## config.mk

```make
export PLATFORM = sky130hd
export DESIGN_NAME = cu_ls_seq
export DESIGN_NICKNAME = d
export VERILOG_FILES = /design/src/rtl/cu_ls_pkg.sv /design/src/rtl/ls_decode.sv /design/src/rtl/cu_ls_seq.sv
export SDC_FILE = /design/constraint.sdc
export NUM_CORES = 1
export LEC_CHECK = 0
export ABC_CLOCK_PERIOD_IN_PS = 5700
export CORE_AREA = 2 2 185 233
export CTS_CLUSTER_SIZE = 40
export DETAILED_ROUTE_END_ITERATION = 10
export DIE_AREA = 0 0 187 235
export GPL_TIMING_DRIVEN = 0
export PLACE_DENSITY = 0.7
export SKIP_CTS_REPAIR_TIMING = 1
export SLEW_MARGIN = 20
export SYNTH_ARGS = -nofsm -noshare
export SYNTH_HDL_FRONTEND = slang
export SYNTH_SLANG_ARGS = --single-unit
```

## constraint.sdc

```tcl
create_clock -name clock -period 5.7 [get_ports clock]
set_input_delay 1.14 -clock clock [delete_from_list [all_inputs] [get_ports clock]]
set_output_delay 1.14 -clock clock [all_outputs]
set_load 0.005 [all_outputs]
```

## src/rtl/cu_ls_pkg.sv

```systemverilog
// Shared definitions for the load/store sequencer: opcode constants,
// mem_size encoding, FSM states and a byte-lane mask helper.
package cu_ls_pkg;

  localparam logic [10:0] OP_STUR   = 11'b11111000000;
  localparam logic [10:0] OP_LDUR   = 11'b11111000010;
  localparam logic [10:0] OP_STURW  = 11'b10111000000;
  localparam logic [10:0] OP_LDURSW = 11'b10111000100;
  localparam logic [10:0] OP_STURH  = 11'b01111000000;
  localparam logic [10:0] OP_LDURH  = 11'b01111000010;
  localparam logic [10:0] OP_STURB  = 11'b00111000000;
  localparam logic [10:0] OP_LDURB  = 11'b00111000010;

  typedef enum logic [1:0] {
    SZ_BYTE   = 2'b00,
    SZ_HALF   = 2'b01,
    SZ_WORD   = 2'b10,
    SZ_DOUBLE = 2'b11
  } mem_size_e;

  typedef enum logic [1:0] {
    S_IDLE,
    S_ISSUE,
    S_DONE,
    S_FAULT
  } state_e;

  // Mask covering the low 2**size bytes of a 64-bit value.
  function automatic logic [63:0] size_mask(input logic [1:0] size);
    logic [63:0] m;
    m = '1;
    if (size != 2'b11) m = (64'd1 << (7'd8 << size)) - 64'd1;
    return m;
  endfunction

endpackage

```

## src/rtl/ls_decode.sv

```systemverilog
// Opcode decoder for the load/store sequencer.
// Ports: opcode (IR[31:21]) in; legal_c, load_c, signed_c, size_c out
// (combinational).
module ls_decode
  import cu_ls_pkg::*;
(
  input  logic [10:0] opcode,
  output logic        legal_c,
  output logic        load_c,
  output logic        signed_c,
  output logic [1:0]  size_c
);

  always_comb begin
    legal_c  = 1'b1;
    load_c   = 1'b0;
    signed_c = 1'b0;
    size_c   = SZ_BYTE;
    case (opcode)
      OP_STUR:   size_c = SZ_DOUBLE;
      OP_LDUR:   begin load_c = 1'b1; size_c = SZ_DOUBLE; end
      OP_STURW:  size_c = SZ_WORD;
      OP_LDURSW: begin load_c = 1'b1; signed_c = 1'b1; size_c = SZ_WORD; end
      OP_STURH:  size_c = SZ_HALF;
      OP_LDURH:  begin load_c = 1'b1; size_c = SZ_HALF; end
      OP_STURB:  size_c = SZ_BYTE;
      OP_LDURB:  begin load_c = 1'b1; size_c = SZ_BYTE; end
      default:   legal_c = 1'b0;
    endcase
  end

endmodule

```

## src/rtl/cu_ls_seq.sv

```systemverilog
// Load/store sequencer: decodes an LDUR/STUR-family instruction, splits the
// access into bus-width beats, assembles load data and writes it back.
// Ports: clock, reset_n (sync, active low); start, IR, base_data, store_data
// request inputs; mem_* memory beat interface; busy/done/fault status;
// rf_we/rf_da/rf_wdata register-file writeback. All outputs registered.
module cu_ls_seq
  import cu_ls_pkg::*;
#(
  parameter int unsigned DATA_W   = 64,
  parameter int unsigned BUS_W    = 32,
  parameter int unsigned WAIT_MAX = 15
) (
  input  logic              clock,
  input  logic              reset_n,
  input  logic              start,
  input  logic [31:0]       IR,
  input  logic [DATA_W-1:0] base_data,
  input  logic [DATA_W-1:0] store_data,
  input  logic              mem_ready,
  input  logic [BUS_W-1:0]  mem_rdata,
  output logic              busy,
  output logic              done,
  output logic              fault,
  output logic              mem_req,
  output logic              mem_we,
  output logic [63:0]       mem_addr,
  output logic [BUS_W-1:0]  mem_wdata,
  output logic [1:0]        mem_size,
  output logic              rf_we,
  output logic [4:0]        rf_da,
  output logic [DATA_W-1:0] rf_wdata
);

  localparam int unsigned BUS_B  = BUS_W / 8;
  localparam int unsigned BUS_LG = $clog2(BUS_B);
  localparam int unsigned CNT_W  = $clog2(WAIT_MAX + 1);
  localparam logic [1:0]  BUS_SZ = 2'(BUS_LG);

  state_e           state;
  logic [63:0]      st_data;
  logic [63:0]      acc;
  logic [4:0]       rt;
  logic [1:0]       size;
  logic [1:0]       beat_sz;
  logic             is_load;
  logic             is_signed;
  logic [2:0]       beat;
  logic [2:0]       last_beat;
  logic [CNT_W-1:0] stall;

  logic       dec_legal;
  logic       dec_load;
  logic       dec_signed;
  logic [1:0] dec_size;

  ls_decode u_decode (
    .opcode   (IR[31:21]),
    .legal_c  (dec_legal),
    .load_c   (dec_load),
    .signed_c (dec_signed),
    .size_c   (dec_size)
  );

  // IR[11:10] carry no meaning for these opcodes.
  logic unused_ir;
  assign unused_ir = ^IR[11:10];

  // Effective address and beat geometry for the incoming request.
  logic [63:0] ea_c;
  logic [1:0]  dec_beat_sz_c;
  logic [2:0]  dec_last_c;
  assign ea_c          = 64'(base_data) + {{55{IR[20]}}, IR[20:12]};
  assign dec_beat_sz_c = (dec_size > BUS_SZ) ? BUS_SZ : dec_size;
  assign dec_last_c    = (dec_size > BUS_SZ) ?
                         3'((4'd1 << (dec_size - BUS_SZ)) - 4'd1) : 3'd0;

  // Byte slice k of the store data, on the low lanes, unused lanes zero.
  function automatic logic [BUS_W-1:0] beat_slice(input logic [63:0] data,
                                                  input logic [2:0]  k,
                                                  input logic [1:0]  bsz);
    logic [63:0] sh;
    sh = data >> (32'(k) * BUS_W);
    return BUS_W'(sh & size_mask(bsz));
  endfunction

  // Little-endian load assembly including the beat currently returning.
  logic [63:0] acc_next_c;
  logic [63:0] load_val_c;
  assign acc_next_c = acc | (64'(mem_rdata) << (32'(beat) * BUS_W));

  always_comb begin
    load_val_c = acc_next_c & size_mask(size);
    if (is_signed) load_val_c = {{32{load_val_c[31]}}, load_val_c[31:0]};
  end

  // Sequencer FSM with registered outputs.
  always_ff @(posedge clock) begin
    if (!reset_n) begin
      state     <= S_IDLE;
      st_data   <= '0;
      acc       <= '0;
      rt        <= '0;
      size      <= '0;
      beat_sz   <= '0;
      is_load   <= 1'b0;
      is_signed <= 1'b0;
      beat      <= '0;
      last_beat <= '0;
      stall     <= '0;
      busy      <= 1'b0;
      done      <= 1'b0;
      fault     <= 1'b0;
      mem_req   <= 1'b0;
      mem_we    <= 1'b0;
      mem_addr  <= '0;
      mem_wdata <= '0;
      mem_size  <= '0;
      rf_we     <= 1'b0;
      rf_da     <= '0;
      rf_wdata  <= '0;
    end else begin
      done  <= 1'b0;
      fault <= 1'b0;
      rf_we <= 1'b0;
      case (state)
        S_IDLE: begin
          if (start) begin
            busy <= 1'b1;
            if (dec_legal) begin
              state     <= S_ISSUE;
              st_data   <= 64'(store_data);
              acc       <= '0;
              rt        <= IR[4:0];
              size      <= dec_size;
              beat_sz   <= dec_beat_sz_c;
              is_load   <= dec_load;
              is_signed <= dec_signed;
              beat      <= '0;
              last_beat <= dec_last_c;
              stall     <= '0;
              mem_req   <= 1'b1;
              mem_we    <= !dec_load;
              mem_addr  <= ea_c;
              mem_size  <= dec_beat_sz_c;
              mem_wdata <= dec_load ? '0 :
                           beat_slice(64'(store_data), 3'd0, dec_beat_sz_c);
            end else begin
              state <= S_FAULT;
              fault <= 1'b1;
            end
          end
        end

        S_ISSUE: begin
          if (mem_ready) begin
            acc <= acc_next_c;
            if (beat == last_beat) begin
              state     <= S_DONE;
              done      <= 1'b1;
              mem_req   <= 1'b0;
              mem_we    <= 1'b0;
              mem_addr  <= '0;
              mem_wdata <= '0;
              mem_size  <= '0;
              if (is_load) begin
                rf_we    <= 1'b1;
                rf_da    <= rt;
                rf_wdata <= DATA_W'(load_val_c);
              end
            end else begin
              beat      <= beat + 3'd1;
              stall     <= '0;
              mem_addr  <= mem_addr + 64'(BUS_B);
              mem_wdata <= is_load ? '0 : beat_slice(st_data, beat + 3'd1, beat_sz);
            end
          end else if (stall == CNT_W'(WAIT_MAX - 1)) begin
            // This stalled cycle brings the counter to WAIT_MAX.
            state     <= S_FAULT;
            fault     <= 1'b1;
            mem_req   <= 1'b0;
            mem_we    <= 1'b0;
            mem_addr  <= '0;
            mem_wdata <= '0;
            mem_size  <= '0;
          end else begin
            stall <= stall + CNT_W'(1);
          end
        end

        S_DONE: begin
          state    <= S_IDLE;
          busy     <= 1'b0;
          rf_da    <= '0;
          rf_wdata <= '0;
        end

        S_FAULT: begin
          state <= S_IDLE;
          busy  <= 1'b0;
        end

        default: state <= S_IDLE;
      endcase
    end
  end

endmodule

```

==> results.sh, run 1 <==
export IMPL_area_growth_pct=29.0
export IMPL_clock_sinks=324
export IMPL_clkTransAtPathRegs_ns=0.06
export IMPL_layout_cells_non_filler=3412
export IMPL_num_rows=84
export IMPL_timing_final_crit_share_pct=76.8
export IMPL_status="finished, final reports clean"
export IMPL_port_buffers=360
export IMPL_start_util_pct=44.5
export IMPL_dieWidth_um=187
export IMPL_io_pins=369
export IMPL_gp_congestion=0.984
export IMPL_max_freq_mhz=228
export IMPL_power_density_nw_per_um2=235
export IMPL_die_area_um2=43900
export IMPL_hold_path_class="reg -> reg"
export IMPL_ant_nets=0
export IMPL_grt_max_degree=39
export IMPL_syn_avg_cell_area_um2=7.64
export IMPL_synth_nets=2697
export IMPL_slew_violations=0
export IMPL_netlist_instances=2432
export IMPL_yosys_warnings=0
export IMPL_worstSetupStartpointType="input pin"
export IMPL_endpoint_kind="flip-flop"
export IMPL_synthTopCellsByArea="dfxtp_1 (35%), a21oi_1 (9.1%), nand2_1 (7.1%)"
export IMPL_place_inst=3353
export IMPL_cp_arrival_ns=4.80
export IMPL_grt_pass1_wl_mm=108
export IMPL_synthesis_area_um2=18600
export IMPL_cts_buffer_depth=3
export IMPL_synth_edf_count=0
export IMPL_die_h_um=235
export IMPL_ys_ff_latch=324
export IMPL_root_buffer="clkbuf_16"
export IMPL_clk_insertion_delay_late_ns=0.53
export IMPL_antenna_found_initial=5
export IMPL_nNetsFinal=3095
export IMPL_synth_ff_type="dfxtp_1"
export IMPL_vdd_drop_max_v=0.000156
export IMPL_viasPerCell=5.84
export IMPL_rsz0062_at_grt="no"
export IMPL_fillers=3946
export IMPL_cts_htree_levels=2
export IMPL_relSlewSlack_pct=34.1
export IMPL_cts_buffers=34
export IMPL_synth_top_area_share_pct=34.9
export IMPL_hold_depth=2
export IMPL_num_vias=19915
export IMPL_first_iter_violations=1533
export IMPL_core_area_um2=41700
export IMPL_ys_seq_area_share_pct=34.9
export IMPL_finalSetupViolCount=0
export IMPL_cts_tree="yes"
export IMPL_wl_per_cell_um=20.7
export IMPL_wirelength_mm=70.8
export IMPL_grt_ovfl_total=0
export IMPL_grt_pass1_vias=19336
export IMPL_route_detailed_drc=0
export IMPL_drive_gt1_share_pct=3.19
export IMPL_clock_skew_final_ns=0.0217
export IMPL_p_leak_nw=8.53
export IMPL_p_total_w=0.00563
export IMPL_synth_cell_types=82
export IMPL_min_period_ns=4.38
export IMPL_hold_viol_final=0
export IMPL_worstMarginPinSlew_ns=0.989
export IMPL_synthArstFlopShare_pct=0
export IMPL_critPathRequiredTime_ns=6.12
export IMPL_synth_top_cell_by_area="dfxtp_1"
export IMPL_dp_hpwl_mm=55.7
export IMPL_grt_total_usage_pct=31.0
export IMPL_cp_max_fo=10
export IMPL_r2r_cells=8
export IMPL_dr_pass1_iters=5
export IMPL_maxCapViolCount=0
export IMPL_critPathKind="in -> reg"
through the flow:
stage,hold WS [ns],util [%],area [um^2],setup slack (ns),setup TNS (ns)
2_1_floorplan,0.432,-,18600,2.13,0
3_3_place_gp,0.441,54.8,22900,-0.697,-16.51
3_5_place_dp,0.446,54.9,22900,0.839,0
4_1_cts,0.455,57.4,24000,1.37,0
5_1_grt,0.472,57.4,24000,1.11,0
6_report,0.454,57.4,24000,1.32,0
logic make-up after synthesis:
kind of cell | after synthesis | synth area share (%)
compound gates | 803 | 27.5
flops | 324 | 34.9
simple gates | 922 | 23.3
mux | 34 | 1.83
xor+xnor | 77 | 3.63
fa+ha+maj | 69 | 4.69
buf+inv | 203 | 4.22
critical path: stages:
cell and delay, ns:
clkdlybuf4s50_1 0.39, nand4b_1 0.16, nor4_1 0.51, and2_1 0.29, a21oi_1 0.12, a311oi_1 0.61
clkbuf_1 0.57, clkbuf_1 0.56, o221ai_1 0.25, o211a_1 0.18
cell usage after synthesis (8+ instances only):
cell,count
nand2_1,350
a21oi_1,339
dfxtp_1,324
nor2_1,183
clkbuf_1,140
nor3_1,101
nor2b_1,92
o21ai_0,92
o211ai_1,71
ha_1,68
a21boi_0,57
a21o_1,54
nand3_1,50
xnor2_1,42
nand4_1,39
xor2_1,35
mux2i_1,34
and2_1,30
o211a_1,29
o22ai_1,26
inv_1,25
and3_1,20
buf_1,20
a31oi_1,19
buf_2,17
o21a_1,16
a22oi_1,14
nand2b_1,12
nor4_1,12
o21bai_1,11
a211oi_1,8
final timing paths:
check | from | end | slack [ns]
max | IR[25] | mem_addr[2] | 1.32
min | rt[0] | rt[0] | 0.45
max reg2reg | state[0] | mem_wdata[21] | 2.11
min reg2reg | rt[0] | rt[0] | 0.45
state kept, by name, indices dropped and copies added, names as in the netlist, 4 cells and up:
signal,count
rf_da,5
mem_wdata,32
mem_addr,64
acc,64
st_data,64
stall,4
rt,5
rf_wdata,64
cell type report:
type | instances | area (um^2) | share of cell area, %
repair buffers | 362 | 3630 | 15.1
well taps | 559 | 699 | 2.92
diodes | 4 | 10.0 | 0.0418
inverters | 26 | 97.6 | 0.407
flip-flops and latches | 324 | 6490 | 27.1
clock inverters | 8 | 71.3 | 0.298
plain buffers | 177 | 686 | 2.86
multi-input cells | 1905 | 11300 | 47.2
clock buffers | 47 | 971 | 4.05
placed cells by master, fill, tap and decap left out, drive strengths merged, types with 9 or more instances in the layout:
cell type | netlist | layout
clkdlybuf4s50 | 0 | 359
nand2 | 350 | 350
a21oi | 340 | 340
dfxtp | 324 | 324
clkbuf | 140 | 187
nor2 | 184 | 184
nor3 | 102 | 102
o21ai | 99 | 99
nor2b | 92 | 92
o211ai | 72 | 72
ha | 68 | 68
a21boi | 57 | 57
a21o | 54 | 54
nand3 | 50 | 50
xnor2 | 42 | 42
nand4 | 40 | 40
buf | 37 | 40
xor2 | 35 | 35
mux2i | 34 | 34
and2 | 30 | 30
o211a | 29 | 29
inv | 26 | 27
o22ai | 26 | 26
and3 | 21 | 21
a31oi | 20 | 20
o21a | 16 | 16
a22oi | 14 | 14
nor4 | 13 | 13
nand2b | 12 | 12
o21bai | 11 | 11
a211oi | 10 | 10
o31ai | 9 | 9
where the power goes:
group / switching [W] / internal, W
Sequential: 0.0000592 / 0.00231
Clock: 0.000915 / 0.00123
Combinational: 0.000631 / 0.000481
Total: 0.00161 / 0.00402
layer usage:
metal | routed length, um | vias to the layer above | GRT usage [%]
met5 | 11 | - | 0
met4 | 3700 | 2 | 15.1
met3 | 4580 | 205 | 4.03
met2 | 34600 | 887 | 55.6
met1 | 27900 | 9341 | 36.3
li1 | - | 9480 | -
(Power assumes the default switching activity.)
==> inputs of run 2 (changes only) <==
--- a/config.mk
+++ b/config.mk
@@ -5,7 +5,7 @@
 export SDC_FILE = /design/constraint.sdc
 export NUM_CORES = 1
 export LEC_CHECK = 0
-export ABC_CLOCK_PERIOD_IN_PS = 5700
+export ABC_CLOCK_PERIOD_IN_PS = 4560
 export CORE_AREA = 2 2 185 233
 export CTS_CLUSTER_SIZE = 40
 export DETAILED_ROUTE_END_ITERATION = 10
==> constraint.sdc (replaced) <==
create_clock -name clock -period 4.56 [get_ports clock]
set_input_delay 0.912 -clock clock [delete_from_list [all_inputs] [get_ports clock]]
set_output_delay 0.912 -clock clock [all_outputs]
set_load 0.005 [all_outputs]
==> results of run 2 <==
Same layout as run 1 (identical final DEF). Status: finished, final reports clean.
Main changes from that run: setup slack after placement 0.839 ns -> -0.0734 ns; setup slack after layout 1.32 ns -> 0.408 ns; register-to-register setup slack 2.11 ns -> 0.97 ns; total power 0.00563 W -> 0.00704 W; worst IR drop on VDD 0.000156 V -> 0.000195 V
==> inputs of run 3 (changes only) <==
--- a/config.mk
+++ b/config.mk
@@ -6,14 +6,13 @@
 export NUM_CORES = 1
 export LEC_CHECK = 0
 export ABC_CLOCK_PERIOD_IN_PS = 4560
-export CORE_AREA = 2 2 185 233
+export CORE_AREA = 2 2 171 215
 export CTS_CLUSTER_SIZE = 40
 export DETAILED_ROUTE_END_ITERATION = 10
-export DIE_AREA = 0 0 187 235
+export DIE_AREA = 0 0 173 217
 export GPL_TIMING_DRIVEN = 0
-export PLACE_DENSITY = 0.7
+export PLACE_DENSITY = 0.81
 export SKIP_CTS_REPAIR_TIMING = 1
-export SLEW_MARGIN = 20
 export SYNTH_ARGS = -nofsm -noshare
 export SYNTH_HDL_FRONTEND = slang
 export SYNTH_SLANG_ARGS = --single-unit
==> run 3 against run 2 <==
Effect of this change: combinational power about the same; die area decreased by 15%; wire length decreased by 0.32%; clock power about the same; largest cell class unchanged; largest power group unchanged.
==> results.sh, run 3 (same netlist as run 1, synthesis figures left out) <==
export IMPL_status="finished, final reports clean"
export IMPL_grt_total_usage_pct=35.9
export IMPL_critPathRequiredTime_ns=5.01
export IMPL_nNetsFinal=3092
export IMPL_worstHoldStart="st_data[50]"
export IMPL_r2r_cells=8
export IMPL_cts_buffers=31
export IMPL_die_area_um2=37500
export IMPL_max_stage_delay_ns=0.62
export IMPL_layout_common_cells="clkdlybuf4s50_1 (359), nand2_1 (350), a21oi_1 (339)"
export IMPL_clock_skew_final_ns=0.0150
export IMPL_area_growth_pct=28.5
export IMPL_worst_path_max_delay_cell="a311oi_1"
export IMPL_hold_depth=2
export IMPL_relSlewSlack_pct=33.0
export IMPL_clkTransAtPathRegs_ns=0.07
export IMPL_core_area_um2=35700
export IMPL_maxCapViolCount=0
export IMPL_grt_max_degree=48
export IMPL_port_buffers=360
export IMPL_worstMarginPinSlew_ns=1.01
export IMPL_viasPerCell=6.14
export IMPL_worst_hold_slack_ns=0.458
export IMPL_cts_buffer_depth=3
export IMPL_worstPathBufferInverterCount=3
export IMPL_root_buffer="clkbuf_16"
export IMPL_wl_per_cell_um=21.2
export IMPL_clk_insertion_delay_late_ns=0.59
export IMPL_cp_max_fo=10
export IMPL_cts_htree_levels=1
export IMPL_critical_path_reg2reg_startpoint="state[0]"
export IMPL_cts_tree="yes"
export IMPL_min_period_ns=4.18
export IMPL_route_detailed_drc=0
export IMPL_antenna_found_initial=2
export IMPL_slew_violations=0
export IMPL_path_delay_family="buffers and inverters"
export IMPL_clock_sinks=324
export IMPL_timing_final_crit_share_pct=91.7
export IMPL_max_freq_mhz=239
export IMPL_vdd_drop_max_v=0.000320
export IMPL_endpoint_kind="flip-flop"
export IMPL_die_h_um=217
export IMPL_rsz0062_at_grt="no"
export IMPL_setup_ws_ns=0.380
export IMPL_wirelength_mm=70.5
export IMPL_grt_pass1_wl_mm=108
export IMPL_hold_viol_final=0
export IMPL_gp_congestion=0.958
export IMPL_pre_cts_slack_ns=-0.121
export IMPL_dr_pass1_iters=6
export IMPL_num_vias=20459
export IMPL_drive_gt1_share_pct=3.40
export IMPL_num_rows=78
export IMPL_whs_endpoint="st_data[50]"
export IMPL_finalSetupViolCount=0
export IMPL_worstPathCellList="clkdlybuf4s50_1, nand4b_1, nor4_1, and2_1, a21oi_1, a311oi_1, clkbuf_1, clkbuf_1, o211ai_1, o21ai_0, nor2_1"
export IMPL_cpMostUsedCell="clkbuf_1"
export IMPL_grt_ovfl_total=0
export IMPL_reg2reg_setup_slack_ns=1.03
export IMPL_first_iter_violations=2011
export IMPL_hold_path_class="reg -> reg"
export IMPL_p_leak_nw=8.55
export IMPL_critPathKind="in -> reg"
export IMPL_dieWidth_um=173
export IMPL_reg2reg_to="mem_wdata[30]"
export IMPL_power_density_nw_per_um2=296
export IMPL_cp_arrival_ns=4.63
export IMPL_worstSetupStartpointType="input pin"
export IMPL_io_pins=369
export IMPL_dp_hpwl_mm=54.8
export IMPL_grt_pass1_vias=19658
export IMPL_ant_nets=0
export IMPL_mostFrequentLayoutCell="clkdlybuf4s50_1"
export IMPL_start_util_pct=52.0
## run 3: how the worst max path moves through the flow
stage / cells past startpoint / startpoint / slack (ns) / endpoint
finish: 11 / IR[25] / 0.38 / mem_wdata[10]
global route: 14 / IR[12] / 0.29 / mem_addr[52]
CTS: 11 / IR[25] / 0.48 / mem_wdata[10]
detailed placement: 11 / IR[25] / -0.12 / mem_wdata[10]
global placement: 11 / IR[20] / -1.56 / mem_addr[50]
floorplan: 13 / IR[12] / 1.22 / mem_addr[60]
## run 3: cell type report
type / count / area [um^2]
clock inverter: 11 / 113
tap: 480 / 601
sequential: 324 / 6490
multi-input combinational: 1905 / 11300
inverter: 26 / 97.6
clock buffer: 45 / 948
timing repair buffer: 362 / 3630
antenna: 3 / 7.51
fill: 3083 / 11800
buffer: 177 / 686
## run 3: metrics by stage
stage	setup TNS (ns)	cell area [um^2]	instances	utilization, %	power (W)
after floorplan	0	18600	2432	-	0.00377
after global placement	-59.83	22800	3272	63.8	0.00436
after detailed placement	-0.736	22800	3274	63.9	0.00438
after CTS	0	23900	3330	66.8	0.00702
after global routing	0	23900	3333	66.8	0.00727
final	0	23900	3333	66.8	0.00706
## run 3: routing by layer
| metal | vias to the layer above | part of all wire [%] | wire length [um] | GRT usage (%) |
|---|---|---|---|---|
| met4 | 0 | 6.0 | 4200 | 19.7 |
| met2 | 1062 | 49 | 34300 | 63.4 |
| met3 | 269 | 7.8 | 5530 | 5.42 |
| met1 | 9640 | 38 | 26500 | 41.8 |
| li1 | 9488 | - | - | - |
| met5 | - | 0 | 0 | 0 |
## run 3: report_power, final
group | total, W | internal (W) | switching (W)
logic | 0.00140 | 0.000601 | 0.000795
clock network | 0.00271 | 0.00155 | 0.00116
registers | 0.00296 | 0.00289 | 0.0000720
## run 3: worst min-delay path, cell delays in order, from the launching register on
cell,delay (ns)
dfxtp_1,0.31
nand2_1,0.05
a21oi_1,0.05
==> edit 1: new RTL, flow settings as in run 2 <==
`BUS_W`: 32 -> 16.
--- a/src/rtl/cu_ls_seq.sv
+++ b/src/rtl/cu_ls_seq.sv
@@ -9,3 +9,3 @@
   parameter int unsigned DATA_W   = 64,
-  parameter int unsigned BUS_W    = 32,
+  parameter int unsigned BUS_W    = 16,
   parameter int unsigned WAIT_MAX = 15
Ports: changed (resized mem_rdata and mem_wdata); port bits go from 369 to 337. The function was not compared with the original's and may differ.
==> edit 1 against run 2 <==
- cell area fell by 6.4%
- maximum frequency fell by 3.6%
- core utilization fell by 3.7 points
- largest cell class unchanged
- synthesized area fell by 6.8%
- routed wire length fell by 5.3%
- die area did not move
- setup slack got worse by 0.16 ns
- sequential cell count fell by 16
- power fell by 3.1%
- first-iteration DRC count fell by 23%
==> edit 1: results (changes against run 2) <==
[power]
vdd_ir_drop_max_uv=289  ; was 195 µV
p_leak_nw=7.75  ; was 8.53 nW
internal-power_mw=4.87  ; was 5.03 mW

[yosys]
postSynthAreaPerCell_um2=7.49  ; was 7.64 µm²
synth_nets=2561  ; was 2697
synthTopCellsByArea=dfxtp_1 (36%), a21oi_1 (12%), nand2_1 (7.3%)  ; was dfxtp_1 (35%), a21oi_1 (9.1%), nand2_1 (7.1%)
synthDistinctLibCells=83  ; was 82
yosysSeqAreaShare_pct=35.6  ; was 34.9%

[global_routing]
grt_pass1_vias=18449  ; was 19336
grt_antenna_before_repair=5  ; unchanged
grt_start_max_net_pins=38  ; was 39
grt_use_total_pct=29.3  ; was 31.0%
grt_pass1_wl_um=103000  ; was 108000 µm

[critical_path]
arrival_ns=4.75  ; was 4.57 ns
r2r_start=state[0]  ; unchanged
cp_slowest_cell=o31ai_1  ; was a311oi_1
cp_max_fo=4  ; was 10
cpPeakStageDelay_ns=0.64  ; was 0.61 ns
cp-startpoint=IR[12]  ; was IR[25]

[hold_path]
min_from=rf_wdata[34]  ; was rt[0]

[clock_network]
cts_made_buffers=31  ; was 34
h-tree-depth=1  ; was 2
clk-insertion-delay-late_ns=0.59  ; was 0.53 ns

[sta]
fin_skew_ns=0.0137  ; was 0.0217 ns
relSlewSlack_pct=25.4  ; was 34.1%

[routing]
vias=18890  ; was 19915
initialDrtViolationCount=1180  ; was 1533
drtPass1Iterations=7  ; was 5
totalWireLength_um=67000  ; was 70800 µm
vias_per_cell=5.79  ; was 5.84

[placement]
dpl_cell_area_um2=21300  ; was 22900 µm²
gp_congestion=0.944  ; was 0.984
dp_cells=3202  ; was 3353
placement.io_buffers=329  ; was 360

[final_layout]
nNetsFinal=2924  ; was 3095
drive_gt1_share_pct=4.00  ; was 3.19%

[status]
status=complete, no violations  ; unchanged

-- edit 1: cell count changes after synthesis, sizes merged, moves of 17 or more --
cell	run 2	this run
a21boi	57	7
nor3	102	85
a21oi	340	405
o211a	29	3
a21o	54	35
nor2b	92	7
o211ai	72	38
nor2	184	281
o21ai	99	119
mux2i	34	3
-- edit 1: cell families after synthesis --
group	share of synthesized area (%)
AND/OR/NAND/NOR	23.7
AO/OA/AOI/OAI	26.1
flip-flops	35.6
buffers and inverters	4.08
adder cells (fa/ha/maj)	4.96
XOR/XNOR	3.29
multiplexers	2.25
-- edit 1: metrics by stage --
stage	TNS (ns)	hold WS, ns	power [mW]	worst slack (ns)	utilization (%)
CTS	0	0.452	6.81	0.334	53.7
finish	0	0.451	6.82	0.251	53.7
global placement	-64.60	0.439	4.08	-1.96	51.1
global route	0	0.467	7.05	0.108	53.7
floorplan	0	0.432	3.54	1.14	-
detailed placement	-0.693	0.443	4.09	-0.241	51.1
-- edit 1: power by group through the flow --
stage	Clock, mW	Sequential [mW]	Combinational, mW
floorplan	0	2.84	0.701
global placement	0	2.85	1.23
detailed placement	0	2.85	1.24
CTS	2.77	2.79	1.25
global route	2.88	2.80	1.37
finish	2.76	2.80	1.26
-- edit 1: area by class of cell --
cell class	instances	area, µm²
fillers	4006	19300
well taps	559	699
multi-input cells	1821	10400
clock inverters	19	238
clock buffers	39	856
inverters	29	109
flip-flops and latches	308	6170
plain buffers	155	598
diodes	2	5.00
repair buffers	330	3310
-- edit 1: worst paths after layout --
check                 endpoint  slack [ns]  cells after the start
setup / recovery  mem_addr[62]        0.25                     13
hold / removal    rf_wdata[34]        0.45                      2
setup reg to reg  mem_addr[55]        1.07                      9
hold reg to reg   rf_wdata[34]        0.45                      2
-- edit 1: worst max-delay path: cells and delay by family --
kind                     cells  cell delay, ns
adder cells (fa/ha/maj)      2            0.42
AND/OR/NAND/NOR              2            0.51
AO/OA/AOI/OAI                7            2.20
XOR/XNOR                     1            0.23
buffers and inverters        1            0.47
-- edit 1: routing by layer --
layer | part of all wire, % | vias up | GRT usage, %
li1 | - | 9059 | -
met1 | 40 | 8880 | 34.9
met2 | 49 | 785 | 52.0
met3 | 7.0 | 162 | 4.54
met4 | 4.2 | 4 | 12.8
met5 | 0.040 | - | 0
==> edit 2: new RTL, settings of run 2 <==
Made on the original files. Put one more register stage on the output `fault`, with the module's reset. The value now appears one clock later. The other outputs are not delayed to match.
--- a/src/rtl/cu_ls_seq.sv
+++ b/src/rtl/cu_ls_seq.sv
@@ -38,2 +38,4 @@
 
+  logic fault_s0;
+
   state_e           state;
@@ -111,3 +113,3 @@
       done      <= 1'b0;
-      fault     <= 1'b0;
+      fault_s0  <= 1'b0;
       mem_req   <= 1'b0;
@@ -122,3 +124,3 @@
       done  <= 1'b0;
-      fault <= 1'b0;
+      fault_s0 <= 1'b0;
       rf_we <= 1'b0;
@@ -148,3 +150,3 @@
               state <= S_FAULT;
-              fault <= 1'b1;
+              fault_s0 <= 1'b1;
             end
@@ -178,3 +180,3 @@
             state     <= S_FAULT;
-            fault     <= 1'b1;
+            fault_s0  <= 1'b1;
             mem_req   <= 1'b0;
@@ -206,2 +208,10 @@
 
+  always_ff @(posedge clock) begin
+    if (!reset_n) begin
+      fault <= '0;
+    end else begin
+      fault <= fault_s0;
+    end
+  end
+
 endmodule
Check against the original RTL: not settled (the Yosys comparison gave no result); the edit may change what the design does.
==> edit 2 against run 2 <==
- cell area grew 0.54%
- setup slack worse by 0.19 ns
- power rose by 9.1%
- sequential power grew 3%
- clock power rose by 13%
- sequential cell count is 1 higher
- register-to-register slack better by 0.15 ns
- routed wire length rose by 6.2%
- synthesized area down 0.33%
- largest cell class unchanged
==> edit 2: results (changes against run 2) <==
[status]
status=complete, no violations  ; unchanged

[clock_network]
h-tree-depth=2  ; unchanged
clkTransAtPathRegs_ns=0.07
clock_path_buffers=3  ; unchanged
clk-insertion-delay-late_ns=0.55  ; was 0.53 ns
cts-root-buf=clkbuf_16  ; unchanged
cts_made_buffers=35  ; was 34

[placement]
gp_congestion=0.941  ; was 0.984
placement.io_buffers=360  ; unchanged
dpl.hpwl_um=58200  ; was 55700 µm

[global_routing]
grt_antenna_before_repair=4  ; was 5
grt_pass1_vias=20390  ; was 19336
grt_use_total_pct=33.0  ; was 31.0%
grt_start_max_net_pins=30  ; was 39
grt_pass1_wl_um=115000  ; was 108000 µm
grt-ovfl-total=0  ; unchanged

[power]
p_leak_nw=8.34  ; was 8.53 nW
p_sw_share_pct=30.1  ; was 28.5%
vdd_ir_drop_max_uv=210  ; was 195 µV

[yosys]
async_reset_ff_share_pct=0  ; unchanged
yosys_warnings=0  ; unchanged
synthTopCellsByArea=dfxtp_1 (35%), a21oi_1 (11%), nand2_1 (6.8%)  ; was dfxtp_1 (35%), a21oi_1 (9.1%), nand2_1 (7.1%)
synth_nets=2768  ; was 2697
yosysSeqAreaShare_pct=35.1  ; was 34.9%
synth_common_cells=a21oi_1 (409), nand2_1 (335), dfxtp_1 (325)  ; was nand2_1 (350), a21oi_1 (339), dfxtp_1 (324)
synthDistinctLibCells=75  ; was 82
ys.flop_type=dfxtp_1  ; unchanged

[sta]
fin_skew_ns=0.0228  ; was 0.0217 ns
tightest_slew_ns=0.967  ; was 0.989 ns

[routing]
drtPass1Iterations=6  ; was 5
vias_per_cell=5.95  ; was 5.84
wl_per_cell_um=21.5  ; was 20.7 µm
initialDrtViolationCount=1756  ; was 1533

[critical_path]
cp_slowest_cell=nand2_1  ; was a311oi_1
arrival_ns=4.75  ; was 4.57 ns
cp_max_fo=10  ; unchanged
cpPeakStageDelay_ns=0.66  ; was 0.61 ns

[hold_path]
hold_class=reg2reg  ; unchanged

[final_layout]
drive_gt1_share_pct=3.76  ; was 3.19%
nNetsFinal=3166  ; was 3095

edit 2: worst max-delay path, delay by kind of cell:
kind / cells / cell delay [ns]
simple gates: 5 / 2.18
buf+inv: 3 / 1.35
compound gates: 2 / 0.28
edit 2: path summary, 6_finish.rpt:
path,startpoint,endpoint,slack [ns],cells past startpoint
worst max-delay path,IR[25],st_data[25],0.22,10
worst min-delay path,fault_s0,fault,0.43,1
worst max register to register,stall[0],st_data[25],1.12,10
worst min register to register,fault_s0,fault,0.43,1
edit 2: kinds of logic (layout without fill, tap and decap cells):
group,after synthesis,in the layout,share of synthesized area [%]
AO/OA/AOI/OAI,807,807,25.8
XOR/XNOR,70,70,3.31
adder cells (fa/ha/maj),69,69,4.70
buffers and inverters,215,640,4.49
flip-flops,325,325,35.1
multiplexers,37,37,2.05
other,0,3,0
AND/OR/NAND/NOR,980,980,24.5
edit 2: cell type report:
| class | instances | area [µm²] |
|---|---|---|
| diodes | 3 | 7.51 |
| plain buffers | 194 | 752 |
| clock buffers | 55 | 1090 |
| clock inverters | 9 | 143 |
| fillers | 3996 | 17600 |
| inverters | 21 | 78.8 |
| multi-input cells | 1963 | 11200 |
| flip-flops and latches | 325 | 6510 |
| well taps | 559 | 699 |
| repair buffers | 361 | 3620 |
edit 2: per-stage QoR:
step	cells	area (µm²)	TNS, ns	worst slack (ns)	total power [mW]
floorplan	2503	18500	0	1.00	3.95
global placement	3422	22800	-78.74	-2.02	4.67
detailed placement	3423	22800	-18.07	-0.306	4.69
CTS	3487	24100	0	0.246	7.68
global route	3490	24100	0	0.0687	7.95
finish	3490	24100	0	0.219	7.68
edit 2: power by group through the flow:
| stage | logic, mW | registers, mW | clock network [mW] |
|---|---|---|---|
| after detailed placement | 1.57 | 3.11 | 0 |
| after global placement | 1.56 | 3.11 | 0 |
| after CTS | 1.58 | 3.05 | 3.05 |
| after global routing | 1.73 | 3.06 | 3.16 |
| after floorplan | 0.870 | 3.08 | 0 |
| final | 1.60 | 3.06 | 3.02 |
edit 2: layer usage:
metal	GRT usage (%)	up-vias	share of wire, %	routed length (µm)
li1	-	9784	-	-
met4	15.7	2	5.0	3730
met2	59.0	910	49	37100
met5	0	-	0.016	12
met1	38.3	9845	39	29300
met3	5.30	214	6.6	4980
